**src/rtl/pipe_perf_monitor.sv**
```systemverilog
// Pipeline performance monitor: cycle and per-channel hazard event counters
// with a programmable run limit and a registered readout port.
module pipe_perf_monitor #(
    parameter int NUM_EVT = 4,
    parameter int CNT_W   = 32,
    parameter int SEL_W   = 4
) (
    input  logic               clk_i,
    input  logic               rst_i,
    input  logic               start_i,
    input  logic               clear_i,
    input  logic [NUM_EVT-1:0] evt_i,
    input  logic [CNT_W-1:0]   limit_i,
    input  logic               rd_req_i,
    input  logic [SEL_W-1:0]   rd_sel_i,
    output logic               rd_valid_o,
    output logic [CNT_W-1:0]   rd_data_o,
    output logic [CNT_W-1:0]   cycle_o,
    output logic               done_o,
    output logic [NUM_EVT:0]   ovf_o
);

    typedef enum logic [1:0] {
        IDLE = 2'd0,
        RUN  = 2'd1,
        DONE = 2'd2
    } state_t;

    state_t           state;
    state_t           state_nxt;
    logic [CNT_W-1:0] cyc;
    logic [CNT_W-1:0] cyc_inc;
    logic             cyc_sat;
    logic [CNT_W-1:0] cnt [NUM_EVT];
    logic [NUM_EVT:0] ovf;
    logic [CNT_W-1:0] rd_mux;
    logic             counting;

    assign counting = (state == RUN) && start_i;
    assign cyc_sat  = &cyc;
    assign cyc_inc  = cyc_sat ? cyc : cyc + CNT_W'(1);

    // The limit match uses the post-increment value, so a lowered limit never matches retroactively
    always_comb begin
        state_nxt = state;
        unique case (state)
            IDLE: if (start_i) state_nxt = RUN;
            RUN: begin
                if (start_i && (limit_i != '0) && (cyc_inc == limit_i))
                    state_nxt = DONE;
            end
            DONE: state_nxt = DONE;
            default: state_nxt = IDLE;
        endcase
        if (clear_i) state_nxt = IDLE;
    end

    always_ff @(posedge clk_i or posedge rst_i) begin
        if (rst_i) state <= IDLE;
        else       state <= state_nxt;
    end

    always_ff @(posedge clk_i or posedge rst_i) begin
        if (rst_i) begin
            cyc <= '0;
            ovf <= '0;
            for (int k = 0; k < NUM_EVT; k++) cnt[k] <= '0;
        end else if (clear_i) begin
            cyc <= '0;
            ovf <= '0;
            for (int k = 0; k < NUM_EVT; k++) cnt[k] <= '0;
        end else if (counting) begin
            cyc <= cyc_inc;
            if (cyc_sat) ovf[0] <= 1'b1;
            for (int k = 0; k < NUM_EVT; k++) begin
                if (evt_i[k]) begin
                    if (&cnt[k]) ovf[k+1] <= 1'b1;
                    else         cnt[k]   <= cnt[k] + CNT_W'(1);
                end
            end
        end
    end

    // Selects beyond the last channel read as zero
    always_comb begin
        rd_mux = '0;
        if (rd_sel_i == '0) rd_mux = cyc;
        for (int k = 0; k < NUM_EVT; k++) begin
            if (rd_sel_i == SEL_W'(k + 1)) rd_mux = cnt[k];
        end
    end

    always_ff @(posedge clk_i or posedge rst_i) begin
        if (rst_i) begin
            rd_valid_o <= 1'b0;
            rd_data_o  <= '0;
        end else begin
            rd_valid_o <= rd_req_i;
            if (rd_req_i) rd_data_o <= rd_mux;
        end
    end

    assign cycle_o = cyc;
    assign done_o  = (state == DONE);
    assign ovf_o   = ovf;

endmodule

```
**config.mk**
```make
export PLATFORM = sky130hd
export DESIGN_NAME = pipe_perf_monitor
export DESIGN_NICKNAME = d
export VERILOG_FILES = /design/src/rtl/pipe_perf_monitor.sv
export SDC_FILE = /design/constraint.sdc
export NUM_CORES = 1
export LEC_CHECK = 0
export CAP_MARGIN = 20
export CORE_MARGIN = 10
export CORE_UTILIZATION = 54
export CTS_BUF_LIST = sky130_fd_sc_hd__clkbuf_4 sky130_fd_sc_hd__clkbuf_8
export CTS_CLUSTER_SIZE = 20
export DETAILED_ROUTE_END_ITERATION = 8
export PLACE_DENSITY = 0.79
export SYNTH_ARGS = -nofsm -noshare
export SYNTH_HDL_FRONTEND = slang
export SYNTH_SLANG_ARGS = --single-unit
```
**constraint.sdc**
```tcl
create_clock -name clk_i -period 6.73 [get_ports clk_i]
set_input_delay 1.346 -clock clk_i [delete_from_list [all_inputs] [get_ports clk_i]]
set_output_delay 1.346 -clock clk_i [all_outputs]
set_load 0.005 [all_outputs]
```
==> results of run 1 <==
## worst max path at each step
stage                     endpoint  cells after the start  slack, ps
after global routing      cnt[117]                      9       2420
after global placement    cnt[121]                      9       2350
after detailed placement  cnt[127]                      9       2290
after floorplan             cnt[0]                      1       2800
final                     state[1]                     10       2630
after CTS                 state[1]                     10       2690
## flip-flops by register name (all words and copies together), names as in the netlist
name        flops
cnt           128
cycle_o        32
rd_data_o      32
ovf_o           5
state           2
rd_valid_o      1
## layout make-up
cell class | count | area [µm²] | share of cell area
multi-input combinational | 984 | 6440 | 0.478
sequential | 200 | 5000 | 0.371
tap | 280 | 350 | 0.0260
inverter | 16 | 63.8 | 0.00473
timing repair buffer | 125 | 1220 | 0.0908
clock buffer | 19 | 255 | 0.0189
clock inverter | 13 | 136 | 0.0101
## worst register-to-register path, stage by stage (launching register included)
cell,delay (ps)
dfrtp_1,530
ha_1,300
nand3_1,190
or3_1,620
nor3_2,660
mux2_1,390
a211oi_1,180
o2111ai_1,130
or3_1,370
o41ai_4,420
mux2i_1,240
## per-stage QoR
stage,setup slack [ps],hold slack (ps),power (µW)
after detailed placement,2290,512,1550
after floorplan,2800,486,1430
after global placement,2350,507,1550
final,2630,530,2310
after CTS,2690,535,2320
after global routing,2420,561,2390
## cells in the final DEF, fill, tap and decap left out, types with 10 or more instances in the layout
| cell type | n |
|---|---|
| nor2_1 | 210 |
| dfrtp_1 | 200 |
| clkdlybuf4s50_1 | 112 |
| xor2_1 | 108 |
| nand2_1 | 100 |
| xnor2_1 | 74 |
| nand3_1 | 67 |
| a21oi_1 | 66 |
| nand4_1 | 40 |
| and3_1 | 31 |
| o21ai_0 | 31 |
| a22oi_1 | 26 |
| and4_1 | 25 |
| mux4_2 | 25 |
| nor3_1 | 24 |
| or3_1 | 23 |
| nor4_1 | 19 |
| clkbuf_8 | 18 |
| mux2i_1 | 16 |
| inv_1 | 15 |
| nor2b_1 | 10 |
## cells in the mapped netlist (9+ instances only)
cell      instances
a21oi_1          66
a22oi_1          26
and2_1            9
and3_1           31
and4_1           25
clkbuf_1         49
dfrtp_1         200
ha_1              9
inv_1            16
mux2i_1          16
mux4_2           25
nand2_1         100
nand3_1          67
nand4_1          40
nor2_1          211
nor2b_1          10
nor3_1           24
nor4_1           19
o21ai_0          31
or3_1            23
xnor2_1          74
xor2_1          108
## power breakdown
| group | switching (µW) | leakage, µW | internal, µW |
|---|---|---|---|
| sequential | 20.7 | 0.00274 | 1220 |
| clock | 459 | 0.000198 | 319 |
| combinational | 164 | 0.00236 | 120 |
## cells by family after synthesis
| family | after synthesis | synth area share |
|---|---|---|
| simple gates | 589 | 0.245 |
| flops | 200 | 0.422 |
| xor+xnor | 182 | 0.134 |
| compound gates | 160 | 0.0882 |
| buf+inv | 90 | 0.0359 |
| mux | 44 | 0.0651 |
| fa+ha+maj | 9 | 0.00949 |
## layer usage
| metal | wire (µm) | track usage | share of wire |
|---|---|---|---|
| met5 | 0 | 0 | 0 |
| met4 | 852 | 0.0753 | 0.026 |
| met3 | 2170 | 0.0400 | 0.065 |
| met2 | 16200 | 0.374 | 0.49 |
| met1 | 14000 | 0.305 | 0.42 |
==> impl_metrics.py, run 1 <==
metrics = {
    "detailed_routing": {
        "wl_per_cell_um": 20.3,
        "vias_per_cell": 6.15,
        "drc": 0,
        "vias": 10100,
        "drt_iter0_drc": 1174,
        "finalWirelength_mm": 33.3,
        "detail_route.first_pass.iterations": 5,
        "antenna_left": 0,
    },
    "min_path": {
        "worstHoldEndpoint": "rd_data_o[21]",
        "min-delay-path-class": "reg -> reg",
        "min_path_cells": 2,
        "min_from": "rd_data_o[21]",
    },
    "floorplan": {
        "die_h_um": 168,
        "core-area_mm2": 0.0217,
        "io_pins": 116,
        "rows": 54,
        "dieWidth_um": 168,
        "design.die.area_mm2": 0.0283,
        "initial_core_util": 0.547,
    },
    "yosys": {
        "seq_area_frac_synth": 0.422,
        "ys_warn_count": 0,
        "netlist_instances": 1274,
        "ys_seq_elements": 200,
        "ys_top_cells_by_area": "dfrtp_1 (42%), xor2_1 (8.0%), nor2_1 (6.7%), xnor2_1 (5.5%), mux4_2 (4.7%)",
        "yosysTopAreaCellShare": 0.422,
        "yosysTopAreaCell": "dfrtp_1",
        "synthDistinctLibCells": 60,
        "syn_area_mm2": 0.0119,
        "syn_area_per_cell_um2": 9.31,
        "postSynth.asyncResetShare": 1.00,
        "synth_edf_count": 0,
        "syn_nets": 1328,
        "dominantRegCellSynth": "dfrtp_1",
    },
    "grt": {
        "overflow": 0,
        "track_usage": 0.230,
        "grt_pass1_vias": 9710,
        "grt_antenna_before_repair": 0,
        "grt_max_degree": 173,
        "grt_pass1_wl_mm": 53.1,
    },
    "layout": {
        "layout.nets": 1398,
        "final_util": 0.621,
        "postLayoutCellArea_mm2": 0.0135,
        "final_cells": 1637,
        "area_growth_pct": 13.6,
        "diodes": 0,
        "fillCellCount": 1783,
        "drive_gt1_frac": 0.0693,
    },
    "clocking": {
        "cts_tree": "done",
        "path_clk_slew_ps": 110,
        "clockBufferDepth": 2,
        "cts.sink_count": 200,
        "ctsHtreeMaxLevel": 4,
        "ctsResizeCount": 0,
        "cts_hold_buf": 0,
        "cts_made_buffers": 17,
        "post_cts_buffers": 0,
        "cts_root_buffer": "clkbuf_8",
        "insertion_delay_ps": 480,
    },
    "critical_path": {
        "reg2reg_to": "state[1]",
        "cp-startpoint": "cycle_o[1]",
        "critPathSlowestCell": "nor3_2",
        "crit_buf_inv": 0,
        "cp_data_required_time_ps": 7130,
        "r2r-start": "cycle_o[1]",
        "crit_path_start_kind": "flip-flop",
        "r2r_slack_ps": 2630,
        "cp-end-kind": "flip-flop",
        "critical_path.most_common_cell": "or3_1",
        "path_class": "reg -> reg",
        "crit_family": "simple AND/OR/NAND/NOR gates",
        "critPathArrivalTime_ps": 4500,
        "slowest_delay_ps": 660,
        "path_cells": "ha_1, nand3_1, or3_1, nor3_2, mux2_1, a211oi_1, o2111ai_1, or3_1, o41ai_4, mux2i_1",
        "rr_worst_depth": 10,
        "crit_fanout": 11,
    },
    "place": {
        "dpl.hpwl_mm": 24.3,
        "placed_area_mm2": 0.0131,
        "dp_cells": 1604,
        "routabilityCongestion": 0.943,
        "io_buffer_count": 115,
    },
    "pwr": {
        "powerDensity_mw_per_mm2": 171,
        "peakVddDrop_mv": 0.0976,
        "power_leakage_uw": 0.00530,
    },
    "timing": {
        "finClkSkew_ps": 15.6,
        "period_share": 0.609,
        "worstMarginPinSlew_ps": 1070,
        "setup_viol": 0,
        "slew_headroom": 0.288,
        "final_max_slew_viol_count": 0,
        "tns_ps": 0,
        "period_minus_slack_ps": 4100,
        "fmax_mhz": 244,
        "grt_setup_unrepaired": "no",
        "hold_viol": 0,
    },
    "run": {
        "cap_violations": 0,
    },
    "run_status": {
        "outcome": "finished, final reports clean",
    },
}
No activity file was read; power rests on OpenSTA's default activity.
==> run 2, diff against run 1 <==
Settings changed: CORE_UTILIZATION 54 to 60, PLACE_DENSITY 0.79 to 0.83.
Clock period 6.73 ns to 4.09 ns, I/O delays scaled along.
==> run 2 against run 1 <==
Clock power increased by 60%. Non-clock buffer count increased by 32. Fmax increased by 12%.
==> impl_metrics.py, run 2 (synthesis results as in run 1) <==
metrics = {
    "run_status": {
        "outcome": "finished, final reports clean",
    },
    "timing": {
        "whs_ps": 513,
        "slew_headroom": 0.288,
        "setup_slack_ps": 441,
        "grt_setup_unrepaired": "no",
        "final_max_slew_viol_count": 0,
        "finClkSkew_ps": 17.2,
        "period_share": 0.892,
        "hold_viol": 0,
        "worstMarginPinSlew_ps": 1070,
        "period_minus_slack_ps": 3650,
        "setup_viol": 0,
        "tns_ps": 0,
        "fmax_mhz": 274,
    },
    "layout": {
        "final_common_cell": "nor2_1",
        "diodes": 0,
        "final_util": 0.705,
        "largest_reg_flops": 128,
        "mostFrequentLayoutCells": "nor2_1 (210), dfrtp_1 (200), clkdlybuf4s50_1 (112)",
        "layout.nets": 1430,
        "area_growth_pct": 15.6,
        "top_register": "cnt",
        "drive_gt1_frac": 0.0901,
    },
    "place": {
        "io_buffer_count": 115,
        "preCtsSetupSlack_ps": 377,
        "routabilityCongestion": 0.975,
        "dpl.hpwl_mm": 26.4,
    },
    "critical_path": {
        "crit_path_start_kind": "flip-flop",
        "path_class": "reg -> reg",
        "path_cells": "ha_1, nand3_1, or3_1, buf_4, a21oi_1, a21oi_1, a211oi_2, nand3_1, or4_4, o41ai_4, mux2i_1",
        "critPathSlowestCell": "or3_1",
        "cp-end-kind": "flip-flop",
        "critPathArrivalTime_ps": 4050,
        "cp_data_required_time_ps": 4490,
        "r2r-start": "cycle_o[1]",
        "r2r_slack_ps": 440,
        "cp-startpoint": "cycle_o[1]",
        "slowest_delay_ps": 500,
        "crit_fanout": 7,
    },
    "clocking": {
        "cts.sink_count": 200,
        "insertion_delay_ps": 480,
        "post_cts_buffers": 0,
        "cts_root_buffer": "clkbuf_8",
        "clockBufferDepth": 2,
        "cts_tree": "done",
        "ctsHtreeMaxLevel": 4,
        "path_clk_slew_ps": 100,
        "cts_made_buffers": 17,
    },
    "floorplan": {
        "rows": 51,
        "die_h_um": 161,
        "core-area_mm2": 0.0195,
        "dieWidth_um": 161,
        "initial_core_util": 0.610,
        "design.die.area_mm2": 0.0258,
        "io_pins": 116,
    },
    "detailed_routing": {
        "wl_met2_mm": 16.9,
        "wl_per_cell_um": 21.2,
        "vias": 10200,
        "finalWirelength_mm": 35.0,
        "drt_iter0_drc": 1045,
        "detail_route.first_pass.iterations": 6,
        "highest_layer": "met4",
        "drc": 0,
        "vias_per_cell": 6.19,
        "wl_met3_mm": 2.56,
        "antenna_left": 0,
        "drt-met1-wl_mm": 14.6,
    },
    "grt": {
        "grt_pass1_vias": 9829,
        "track_usage": 0.270,
        "overflow": 0,
        "grt_max_degree": 66,
        "grt_pass1_wl_mm": 55.8,
        "grt_antenna_before_repair": 0,
    },
    "pwr": {
        "powerDensity_mw_per_mm2": 276,
        "peakVddDrop_mv": 0.210,
        "power_leakage_uw": 0.00548,
    },
    "min_path": {
        "min_from": "ovf_o[0]",
        "min-delay-path-class": "reg -> reg",
    },
    "run": {
        "cap_violations": 0,
    },
}
run 2: cell count changes in the layout (fill, tap and decap cells not counted), sizes merged:
| cell | previous run | this run |
|---|---|---|
| inv | 21 | 20 |
| buf | 13 | 45 |
run 2: what timing repair did:
| action | in CTS | in global routing |
|---|---|---|
| endpoints found under the setup margin | 0 | 2 |
| hold buffers | 0 | 0 |
| hold endpoints to repair | 0 | 0 |
| gates resized for setup | 0 | 1 |
run 2: final timing paths:
check / to / cells after the start
min in group asynchronous: rd_data_o[24] / 2
worst min register to register: ovf_o[0] / 2
worst max-delay path: state[0] / 11
worst max register to register: state[0] / 11
worst min-delay path: ovf_o[0] / 2
max in group asynchronous: cnt[107] / 3
run 2: layer usage:
metal	vias to the layer above	track usage
li1	4680	-
met1	5081	0.361
met2	416	0.441
met3	55	0.0450
met4	0	0.0806
met5	-	0
run 2: final cells by class:
type | instances | area (µm²)
multi-input cells | 984 | 6450
fillers | 1509 | 5750
flip-flops and latches | 200 | 5000
repair buffers | 157 | 1490
well taps | 265 | 332
clock buffers | 19 | 255
clock inverters | 12 | 116
inverters | 16 | 63.8
run 2: critical path: cells and delay by family (launching register included):
kind            cells  cell delay [ps]
buf+inv             1              200
fa+ha+maj           1              230
compound gates      4             1250
mux                 1              220
flops               1              370
simple gates        4             1290
run 2: through the flow:
| stage | std cells | area [µm²] | power [µW] |
|---|---|---|---|
| after floorplan | 1274 | 11900 | 2350 |
| after global placement | 1621 | 13300 | 2570 |
| after detailed placement | 1621 | 13300 | 2580 |
| after CTS | 1652 | 13700 | 3800 |
| after global routing | 1653 | 13700 | 3930 |
| final | 1653 | 13700 | 3790 |
run 2: power by group:
group | switching (µW) | total [µW] | internal, µW
registers | 28.1 | 2040 | 2010
logic | 295 | 509 | 214
clock network | 726 | 1240 | 512
==> run 3, diff against run 2 <==
Clock period 4.09 ns to 3.95 ns, I/O delays scaled along.
==> run 3 against run 2 <==
Cell area increased by 1.4%. Clock skew decreased by 2.9 ps. Sequential cell count unchanged.
==> impl_metrics.py, run 3 (synthesis results as in run 1) <==
metrics = {
    "critical_path": {
        "path_class": "reg -> reg",
        "crit_fanout": 9,
        "r2r_slack_ps": 220,
        "slowest_delay_ps": 710,
        "rr_worst_depth": 10,
        "reg2reg_to": "state[1]",
        "critPathSlowestCell": "nor3_2",
        "cp-end-kind": "flip-flop",
        "path_cells": "nand4_1, nor3_2, buf_4, a2111oi_4, xnor2_1, a211oi_2, nand3_1, or4_4, o41ai_4, mux2i_1",
        "r2r-start": "cycle_o[7]",
        "crit_path_start_kind": "flip-flop",
        "cp_data_required_time_ps": 4360,
        "critPathArrivalTime_ps": 4140,
    },
    "place": {
        "routabilityCongestion": 0.979,
        "placed_area_mm2": 0.0134,
        "io_buffer_count": 115,
        "dpl.hpwl_mm": 26.5,
    },
    "run_status": {
        "outcome": "finished, final reports clean",
    },
    "timing": {
        "tns_ps": 0,
        "grt_setup_unrepaired": "no",
        "worstMarginPinSlew_ps": 972,
        "fmax_mhz": 268,
        "period_share": 0.944,
        "hold_viol": 0,
        "whs_ps": 516,
        "final_max_slew_viol_count": 0,
        "finClkSkew_ps": 14.3,
        "slew_headroom": 0.350,
        "period_minus_slack_ps": 3730,
        "setup_viol": 0,
    },
    "grt": {
        "grt_use_met3": 0.0555,
        "grt_pass1_vias": 10100,
        "track_usage": 0.276,
        "grt_antenna_before_repair": 0,
        "use_met1": 0.374,
        "top_usage_layer": "met2",
        "grt_max_degree": 83,
        "overflow": 0,
        "grt_pass1_wl_mm": 56.9,
        "met2_usage": 0.441,
    },
    "layout": {
        "area_growth_pct": 17.1,
        "diodes": 0,
        "drive_gt1_frac": 0.100,
        "final_util": 0.714,
        "mostFrequentLayoutCells": "nor2_1 (210), dfrtp_1 (200), clkdlybuf4s50_1 (112)",
        "layout.nets": 1446,
        "largest_reg_flops": 128,
        "final_common_cell": "nor2_1",
        "postLayoutCellArea_mm2": 0.0139,
        "top_register": "cnt",
        "fillCellCount": 1496,
    },
    "floorplan": {
        "dieWidth_um": 161,
        "design.die.area_mm2": 0.0258,
        "core-area_mm2": 0.0195,
        "initial_core_util": 0.610,
        "die_h_um": 161,
        "io_pins": 116,
        "rows": 51,
    },
    "clocking": {
        "cts_hold_buf": 0,
        "clockBufferDepth": 2,
        "ctsHtreeMaxLevel": 4,
        "cts_root_buffer": "clkbuf_8",
        "cts_tree": "done",
        "cts.sink_count": 200,
        "cts_made_buffers": 17,
        "path_clk_slew_ps": 110,
        "post_cts_buffers": 0,
        "ctsResizeCount": 0,
        "insertion_delay_ps": 480,
    },
    "min_path": {
        "min_path_cells": 2,
        "worstHoldEndpoint": "ovf_o[0]",
        "min-delay-path-class": "reg -> reg",
        "min_from": "ovf_o[0]",
    },
    "pwr": {
        "peakVddDrop_mv": 0.216,
        "power_leakage_uw": 0.00557,
        "finalPower_uw": 4070,
        "powerDensity_mw_per_mm2": 293,
    },
    "run": {
        "cap_violations": 0,
    },
    "detailed_routing": {
        "detail_route.first_pass.iterations": 5,
        "vias_per_cell": 6.24,
        "antenna_left": 0,
        "drc": 0,
        "vias": 10400,
        "wl_per_cell_um": 21.4,
        "finalWirelength_mm": 35.7,
        "drt_iter0_drc": 1179,
    },
}
==> run 3: cell types whose count changed in the layout (fill, tap and decap cells not counted) <==
cell        before  now
clkbuf_8        18   19
inv_8            1    0
clkinv_8         0    1
clkbuf_4         1    0
bufinv_16        1    3
inv_6            4    2
buf_12           3    4
clkinv_2         3    1
nor3_4           1    0
clkinvlp_4       2    4
nor3_2           1    2
buf_4           40   55
==> run 3: where the power goes <==
group          total, µW  switching, µW  internal [µW]
logic                526            303            223
registers           2120           29.0           2090
clock network       1430            763            666
total               4070           1090           2980
==> run 3: area by class of cell <==
type / instances / area (µm²) / area share
Clock inverter: 12 / 169 / 0.0122
Sequential cell: 200 / 5000 / 0.360
Clock buffer: 19 / 262 / 0.0188
Inverter: 16 / 63.8 / 0.00459
Tap cell: 265 / 332 / 0.0239
Timing Repair Buffer: 173 / 1620 / 0.117
Multi-Input combinational cell: 984 / 6440 / 0.464
==> run 3: worst max-delay path: cells and delay by family, from the launching register on <==
kind | cells | cell delay (ps)
AO/OA/AOI/OAI | 3 | 750
XOR/XNOR | 1 | 190
buffers and inverters | 1 | 250
flip-flops | 1 | 650
multiplexers | 1 | 230
AND/OR/NAND/NOR | 4 | 1590
==> run 3: per-layer routing <==
layer / part of all wire / wire length (µm)
met1: 0.42 / 15000
met5: 0 / 0
met4: 0.027 / 953
met3: 0.079 / 2810
met2: 0.48 / 17000
==> run 3: metrics by stage <==
step / instances / setup WS [ps]
floorplan: 1274 / 572
global placement: 1637 / 332
detailed placement: 1637 / 296
CTS: 1668 / 298
global route: 1669 / 71.3
finish: 1669 / 222
==> run 3: worst max-delay path by stage <==
| stage | startpoint | to | slack, ps | cells after the start |
|---|---|---|---|---|
| 2_1_floorplan | rst_i | cnt[0] | 570 | 1 |
| 3_3_place_gp | cycle_o[7] | state[0] | 330 | 10 |
| 3_5_place_dp | cycle_o[7] | state[1] | 300 | 10 |
| 4_1_cts | cycle_o[7] | state[1] | 300 | 10 |
| 5_1_grt | cycle_o[11] | state[1] | 70 | 10 |
| 6_report | cycle_o[7] | state[1] | 220 | 10 |
